File: config.mk
export PLATFORM = sky130hd
export DESIGN_NAME = multi_vend_ctrl
export DESIGN_NICKNAME = d
export VERILOG_FILES = /design/src/rtl/multi_vend_ctrl.sv
export SDC_FILE = /design/constraint.sdc
export NUM_CORES = 1
export LEC_CHECK = 0
export ABC_AREA = 0
export BUFFER_PORTS_ARGS = -buffer_cell sky130_fd_sc_hd__buf_2
export CORE_AREA = 3 3 92 94
export DETAILED_ROUTE_END_ITERATION = 6
export DIE_AREA = 0 0 95 97
export SLEW_MARGIN = 20
export SYNTH_ARGS = -nofsm -noshare
export SYNTH_HDL_FRONTEND = slang
export SYNTH_SLANG_ARGS = --single-unit
File: constraint.sdc
create_clock -name clk -period 3.1 [get_ports clk]
set_input_delay 0.155 -clock clk [delete_from_list [all_inputs] [get_ports clk]]
set_output_delay 0.155 -clock clk [all_outputs]
set_load 0.02 [all_outputs]
File: src/rtl/multi_vend_ctrl.sv
// multi_vend_ctrl -- multi-item vending machine controller.
//
// Accepts coins into a credit register, dispenses one of N_ITEMS products at
// a fixed PRICE, returns change or refunds credit on cancel. All outputs are
// registered.
//
// Optional feature macro: VEND_STOCK_TRACK_EN
//   defined   : per-item stock counters, sold_out flags, restock, and
//               refusal of purchases of sold-out items.
//   undefined : stock is unlimited, sold_out is constant 0, restock ignored.
//
// Ports:
//   clk           clock, rising edge
//   rst_n         asynchronous active-low reset
//   coin_valid    coin strobe; coin_code 00=10, 01=50, 10=100, 11=invalid
//   buy, sel      purchase request for item sel
//   cancel        refund all credit
//   restock       reload stock counters (IDLE only)
//   credit        accumulated credit
//   vend, vend_id dispense pulse and item index
//   change_valid, change_amt   change/refund pulse and amount
//   coin_reject   coin returned without crediting
//   deny          purchase refused
//   sold_out      per-item empty flags
//   idle          controller in IDLE
module multi_vend_ctrl #(
   parameter int N_ITEMS    = 4,
   parameter int PRICE      = 300,
   parameter int MAX_CREDIT = 500,
   parameter int CREDIT_W   = 10,
   parameter int STOCK_W    = 4,
   parameter int INIT_STOCK = 10
) (
   input  logic                       clk,
   input  logic                       rst_n,
   input  logic                       coin_valid,
   input  logic [1:0]                 coin_code,
   input  logic                       buy,
   input  logic [$clog2(N_ITEMS)-1:0] sel,
   input  logic                       cancel,
   input  logic                       restock,
   output logic [CREDIT_W-1:0]        credit,
   output logic                       vend,
   output logic [$clog2(N_ITEMS)-1:0] vend_id,
   output logic                       change_valid,
   output logic [CREDIT_W-1:0]        change_amt,
   output logic                       coin_reject,
   output logic                       deny,
   output logic [N_ITEMS-1:0]         sold_out,
   output logic                       idle
);

   localparam int SEL_W = $clog2(N_ITEMS);
   localparam int CW1   = CREDIT_W + 1;
   localparam logic [CREDIT_W:0] PRICE_C = CW1'(PRICE);
   localparam logic [CREDIT_W:0] MAX_C   = CW1'(MAX_CREDIT);

   typedef enum logic [1:0] {S_IDLE, S_CREDIT, S_VEND, S_CHANGE} state_t;

   state_t               state_q, state_d;
   logic [CREDIT_W-1:0]  credit_q, credit_d;
   logic                 vend_q, vend_d;
   logic [SEL_W-1:0]     vend_id_q, vend_id_d;
   logic                 chg_vld_q, chg_vld_d;
   logic [CREDIT_W-1:0]  chg_amt_q, chg_amt_d;
   logic                 rej_q, rej_d;
   logic                 deny_q, deny_d;
   logic                 idle_q;
   logic [CREDIT_W:0]    coin_sum;
   logic [CREDIT_W:0]    remainder;
   logic                 sel_ok;
   logic                 sold_sel;

   function automatic logic [CREDIT_W:0] coin_value(input logic [1:0] code);
      case (code)
         2'b00:   return CW1'(10);
         2'b01:   return CW1'(50);
         2'b10:   return CW1'(100);
         default: return '0;
      endcase
   endfunction

   assign coin_sum  = {1'b0, credit_q} + coin_value(coin_code);
   assign remainder = {1'b0, credit_q} - PRICE_C;
   assign sel_ok    = (int'(sel) < N_ITEMS);

`ifdef VEND_STOCK_TRACK_EN
   logic [STOCK_W-1:0] stock_q [N_ITEMS];
   logic [STOCK_W-1:0] stock_d [N_ITEMS];
   logic [N_ITEMS-1:0] sold_q;
   logic               dec_en;
   logic               reload_en;

   assign sold_sel = sel_ok ? sold_q[sel] : 1'b1;

   always_comb begin
      for (int i = 0; i < N_ITEMS; i++) begin
         stock_d[i] = stock_q[i];
         if (reload_en)
            stock_d[i] = STOCK_W'(INIT_STOCK);
         else if (dec_en && (sel == SEL_W'(i)) && (stock_q[i] != '0))
            stock_d[i] = stock_q[i] - 1'b1;   // saturates at zero
      end
   end

   always_ff @(posedge clk or negedge rst_n) begin
      if (!rst_n) begin
         for (int i = 0; i < N_ITEMS; i++) begin
            stock_q[i] <= STOCK_W'(INIT_STOCK);
            sold_q[i]  <= (INIT_STOCK == 0);
         end
      end else begin
         for (int i = 0; i < N_ITEMS; i++) begin
            stock_q[i] <= stock_d[i];
            sold_q[i]  <= (stock_d[i] == '0);
         end
      end
   end

   assign sold_out = sold_q;
`else
   logic unused_restock;
   assign unused_restock = restock;
   assign sold_sel = 1'b0;
   assign sold_out = '0;
`endif

   always_comb begin
      state_d   = state_q;
      credit_d  = credit_q;
      vend_d    = 1'b0;
      vend_id_d = '0;
      chg_vld_d = 1'b0;
      chg_amt_d = '0;
      rej_d     = 1'b0;
      deny_d    = 1'b0;
`ifdef VEND_STOCK_TRACK_EN
      dec_en    = 1'b0;
      reload_en = 1'b0;
`endif
      case (state_q)
         S_IDLE, S_CREDIT: begin
            // cancel > buy > coin; a cancel in IDLE has nothing to refund and
            // is treated as absent.
            if (cancel && state_q == S_CREDIT) begin
               state_d   = S_CHANGE;
               chg_vld_d = 1'b1;
               chg_amt_d = credit_q;
               credit_d  = '0;
               rej_d     = coin_valid;
            end else if (buy) begin
               if (state_q == S_CREDIT && {1'b0, credit_q} >= PRICE_C &&
                   sel_ok && !sold_sel) begin
                  state_d   = S_VEND;
                  vend_d    = 1'b1;
                  vend_id_d = sel;
`ifdef VEND_STOCK_TRACK_EN
                  dec_en    = 1'b1;
`endif
               end else begin
                  deny_d = 1'b1;
               end
               rej_d = coin_valid;
            end else if (coin_valid) begin
               if (coin_code != 2'b11 && coin_sum <= MAX_C) begin
                  credit_d = coin_sum[CREDIT_W-1:0];
                  state_d  = S_CREDIT;
               end else begin
                  rej_d = 1'b1;
               end
            end
`ifdef VEND_STOCK_TRACK_EN
            if (state_q == S_IDLE && restock)
               reload_en = 1'b1;
`endif
         end
         S_VEND: begin
            // Credit stays visible during VEND and clears on leaving it.
            credit_d = '0;
            rej_d    = coin_valid;
            if ({1'b0, credit_q} > PRICE_C) begin
               state_d   = S_CHANGE;
               chg_vld_d = 1'b1;
               chg_amt_d = remainder[CREDIT_W-1:0];
            end else begin
               state_d = S_IDLE;
            end
         end
         default: begin   // S_CHANGE
            state_d = S_IDLE;
            rej_d   = coin_valid;
         end
      endcase
   end

   always_ff @(posedge clk or negedge rst_n) begin
      if (!rst_n) begin
         state_q   <= S_IDLE;
         credit_q  <= '0;
         vend_q    <= 1'b0;
         vend_id_q <= '0;
         chg_vld_q <= 1'b0;
         chg_amt_q <= '0;
         rej_q     <= 1'b0;
         deny_q    <= 1'b0;
         idle_q    <= 1'b1;
      end else begin
         state_q   <= state_d;
         credit_q  <= credit_d;
         vend_q    <= vend_d;
         vend_id_q <= vend_id_d;
         chg_vld_q <= chg_vld_d;
         chg_amt_q <= chg_amt_d;
         rej_q     <= rej_d;
         deny_q    <= deny_d;
         idle_q    <= (state_d == S_IDLE);
      end
   end

   assign credit       = credit_q;
   assign vend         = vend_q;
   assign vend_id      = vend_id_q;
   assign change_valid = chg_vld_q;
   assign change_amt   = chg_amt_q;
   assign coin_reject  = rej_q;
   assign deny         = deny_q;
   assign idle         = idle_q;

endmodule

# Word level (Yosys, flattened, before mapping)
# Index checks and enable logic that the tools add are counted.
# totals
ff_bits,29
output_inout_bits,31
inputBits,10
wordCells,67
# op_classes
muxes,36
magnitude_cmp,3
addsub,2
eq_ne,8
n_reduce_logical,9
# op_table
operator,count
2-to-1 mux 10 bit,6
one-hot mux 10 bit (2 select lines),2
one-hot mux 7 bit (3 select lines),1
2-to-1 mux 2 bit,10
2-to-1 mux 1 bit,15
adder 10 x 11 -> 11 bit,1
<= comparator 11 x 9 -> 1 bit (second input constant),1
>= comparator 10 x 9 -> 1 bit (second input constant),1
> comparator 10 x 9 -> 1 bit (second input constant),1
subtractor 10 x 9 -> 10 bit (second input constant),1
inequality test 3 bit (second input constant),3
zero test 2 bit,3
== test 2 x 1 -> 1 bit (second input constant),2
== test 2 bit (second input constant),2
one-hot mux 2 bit (2 select lines),1
AND reduction 4 bit,1
logical AND 1 bit,3
inequality test 2 bit (second input constant),1
one-hot mux 1 bit (2 select lines),1
nonzero test 2 bit,1
OR reduction 2 bit,1

# Depth between registers and ports, before layout
# logic_depth
word_depth,11
ltp_mapped,13
depth_no_buf,12

# Worst setup path after synthesis
# OpenSTA, ideal clock, no wires.
# synth_timing
kind,reg2reg
startpoint,reg credit_q[1] (netlist: credit[1])
endpoint,reg credit_q[8] (netlist: credit[8])
path_stages_with_launch,10
setup_time_ns,0.126
synth_period_minus_slack_ns,2.595
n_path_buf,1
t_required_ns,2.974
setup_slack_ns,0.505
arrival_ns,2.469
path_cell_list,dfrtp_1 ha_1 fa_1 a21o_1 a221oi_4 xnor2_1 and4b_1 buf_6 nor4_1 a221o_1
# synth_via
elab_chain_cells,6
word_cells_on_any_way,10
classes_between,add/sub (1); order compare (1); eq/ne (1); mux (5); reduce/logical (2)
# synth_lines
item,line_no,text
start: declaration,61,"logic [CREDIT_W-1:0] credit_q, credit_d;"
start signal: assignment,209,credit_q <= credit_d;
adder 10 x 11 -> 11 bit *,83,"assign coin_sum = {1'b0, credit_q} + coin_value(coin_code);"
branches (longest 5 deep; another with <= comparator 11 x 9 -> 1 bit),-,
# Every way passes the cells marked *. The select of a mux whose other input is x is not followed.
# A chain may end at the register's enable or synchronous reset.

# Worst setup path after layout
# layout_timing
startpoint,in coin_code[0]
endpoint,reg credit_q[8] (netlist: credit[8])
# layout_via
elab_chain_cells,8
word_cells_on_any_way,15
classes_between,add/sub (1); order compare (1); eq/ne (4); mux (6); reduce/logical (3)
# layout_lines
item,line_no,text
start: declaration,37,"input logic [1:0] coin_code,"
branches (longest 8 deep; another with adder 10 x 11 -> 11 bit),-,
# Parallel ways; which one is timed is not known. The select of a mux whose other input is x is not followed.

==> results.yml <==
finish:
  final_cells: 341
  antenna_cells: 0
  final_common_cell: "buf_2"
  nNetsFinal: 264
  layout_common_cells: "buf_2, dfrtp_1, nand2_1"
  nFillCells: 829
  finalInstanceArea_um2: 2250
  multiInputGateArea_um2: 1090
  drive_gt1_frac: 0.234
  ff_latch_area_um2: 702
  area_growth_pct: 19.0
floorplanning:
  die_h_um: 97
  start_util: 0.245
  chipWidth_um: 95
  die-area_um2: 9220
  row_count: 32
  coreArea_um2: 7730
  ioPinCount: 41
yosys:
  synth_compound_gate_area_share: 0.204
  synthXorXnorAreaFrac: 0.0370
  avgSynthCellArea_um2: 9.56
  synth_top_family_by_area: "simple AND/OR/NAND/NOR gates"
  synth_fa_ha_area_frac: 0.0965
  yosysSeqAreaShare: 0.371
  synth_area_um2: 1890
  yosys_register_bits: 28
  synth_mux_area_frac: 0
  synthArstFlopShare: 1.00
  synth_edf_count: 0
  synthSimpleGateAreaFrac: 0.229
  synthFlopType: "dfrtp_1"
  synth_cells: 198
  synth_cell_types: 57
  ys.warnings.count: 0
power:
  pwr-share-clk: 0.113
  cellPowerDensity_nw_per_um2: 890
  power.leakage_nw: 1.13
  vdd_drop_max_uv: 223
  power.internal_w: 0.00108
  comb_power_share: 0.601
  swShare: 0.464
  p_switching_w: 0.000930
  pwr-share-seq: 0.286
global_route:
  grt_max_degree: 29
  grt_pass1_wl_um: 7090
  globalRouteTotalUtil: 0.0968
  antenna_found_initial: 0
  grt_pass1_vias: 1379
  grt.overflow.total: 0
status:
  status: "finished clean"
setup_path:
  worstSetupPathType: "primary input to register"
  crit_path_max_incr_delay_ps: 400
  start_kind: "primary input"
  cpMaxStageDelayCell: "fa_1"
  required_ps: 3270
  crit_chain: "buf_2 -> inv_1 -> ha_1 -> nor2_1 -> nor2_1 -> ha_1 -> fa_1 -> a21o_1 -> a221oi_4 -> xnor2_1 -> and4b_1 -> buf_4 -> nor4_1 -> a221o_1"
  crit_fanout: 9
  critical-path-top-delay-family: "compound AO/OA/AOI/OAI gates"
  arrival_ps: 2870
  worstSetupEndpointType: "register"
  critical_path_buf_inv_count: 3
routing:
  dr.pass1.iters: 4
  ant_nets: 0
  route.detailed.drc: 0
  viasPerCell: 4.63
  drtIter0Drc: 94
  wl_per_cell_um: 13.0
  route.final.wire_length_um: 4430
  dr_total_vias: 1580
place:
  gp_congestion: 0.896
  dpl_cell_area_um2: 2190
  dp_hpwl_um: 3440
  placed_cells: 336
  io_buffer_count: 34
timing:
  fin_crit_sh: 0.871
  hold_violations: 0
  period_needed_ps: 2700
  clock.fmax_ghz: 0.370
  tightestPinTransition_ps: 624
  slew_viol_final: 0
  holdWs_ps: 79.5
  rsz0062_at_grt: "false"
  relSlewSlack: 0.584
  totalNegativeSetupSlack_ps: 0
  setup_viol: 0
  clock_skew_ps: 3.34
clock_network:
  htreeDepth: 1
  cts_inserted_buffers: 3
  postCtsSetupRepairBufs: 0
  cts-root-buf: "clkbuf_8"
  clk_latency_ps: 280
  cts_tree: "built"
  post_cts_resized: 0
  cts_buffer_depth: 2
  hold_buffers: 1
  path_clk_slew_ps: 90
  clock-sinks: 28
flow_run:
  maxCapViolCount: 0
min_path:
  holdCritPathClass: "primary input to register"
## worst register-to-register path, stage by stage, from the launching register on
cell and delay [ps]:
dfrtp_1 400, ha_1 240, fa_1 400, a21o_1 230, a221oi_4 380, xnor2_1 180, and4b_1 210, buf_4 170
nor4_1 70, a221o_1 280
## per-layer routing
| metal | GRT usage | vias to the layer above | part of all wire |
|---|---|---|---|
| met2 | 0.146 | 49 | 0.45 |
| met1 | 0.143 | 732 | 0.48 |
| met5 | 0 | - | 0 |
| met3 | 0.00778 | 7 | 0.053 |
| li1 | - | 792 | - |
| met4 | 0.0355 | 0 | 0.016 |
## cells in the mapped netlist (all sizes together), types with 6 or more instances
cell type	number	share of area
and2	10	0.033
buf	11	0.045
dfrtp	27	0.36
ha	13	0.086
inv	7	0.014
nand2	20	0.040
nand2b	6	0.020
nor2	10	0.020
nor3	6	0.016
o21ai	12	0.034
xnor2	7	0.032
## flip-flops by register name, indices dropped and copies added, names as in the netlist
signal,count
change_valid,1
change_amt,10
deny,1
state_q,2
credit,9
vend,1
idle,1
coin_reject,1
vend_id,2
## path summary, 6_finish.rpt
| kind | from | endpoint | slack, ps | cells after the start |
|---|---|---|---|---|
| worst max-delay path | coin_code[0] | credit[8] | 400 | 14 |
| min in group asynchronous | rst_n | change_amt[2] | 420 | 2 |
| worst min-delay path | sel[0] | vend_id[0] | 80 | 2 |
| worst max register to register | credit[1] | credit[8] | 440 | 9 |
| worst min register to register | state_q[0] | deny | 510 | 1 |
| max in group asynchronous | rst_n | vend_id[0] | 2280 | 2 |
## logic make-up after synthesis
logic type / count (synthesis)
adder cells (fa/ha/maj): 14
AO/OA/AOI/OAI: 50
AND/OR/NAND/NOR: 78
buffers and inverters: 19
XOR/XNOR: 8
flip-flops: 28
other: 1
## power by group through the flow
stage | Combinational [W] | Clock (W) | Sequential, W
after floorplan | 0.000762 | 0 | 0.000692
after global placement | 0.00119 | 0 | 0.000579
after detailed placement | 0.00121 | 0 | 0.000581
after CTS | 0.00121 | 0.000233 | 0.000575
after global routing | 0.00135 | 0.000253 | 0.000590
final | 0.00121 | 0.000227 | 0.000574
## final cells by class
class | instances | share of cell area
inverter | 7 | 0.0117
clock buffer | 4 | 0.0244
timing repair buffer | 44 | 0.110
multi-input combinational | 156 | 0.486
sequential | 28 | 0.311
tap | 102 | 0.0566
## through the flow
stage | worst slack, ps | util | power [W]
6_report | 400 | 0.292 | 0.00201
5_1_grt | 181 | 0.292 | 0.00219
4_1_cts | 405 | 0.292 | 0.00202
3_5_place_dp | 111 | 0.283 | 0.00179
3_3_place_gp | 178 | 0.283 | 0.00177
2_1_floorplan | 505 | - | 0.00145
Note: power is estimated with default switching activity, not from simulation.
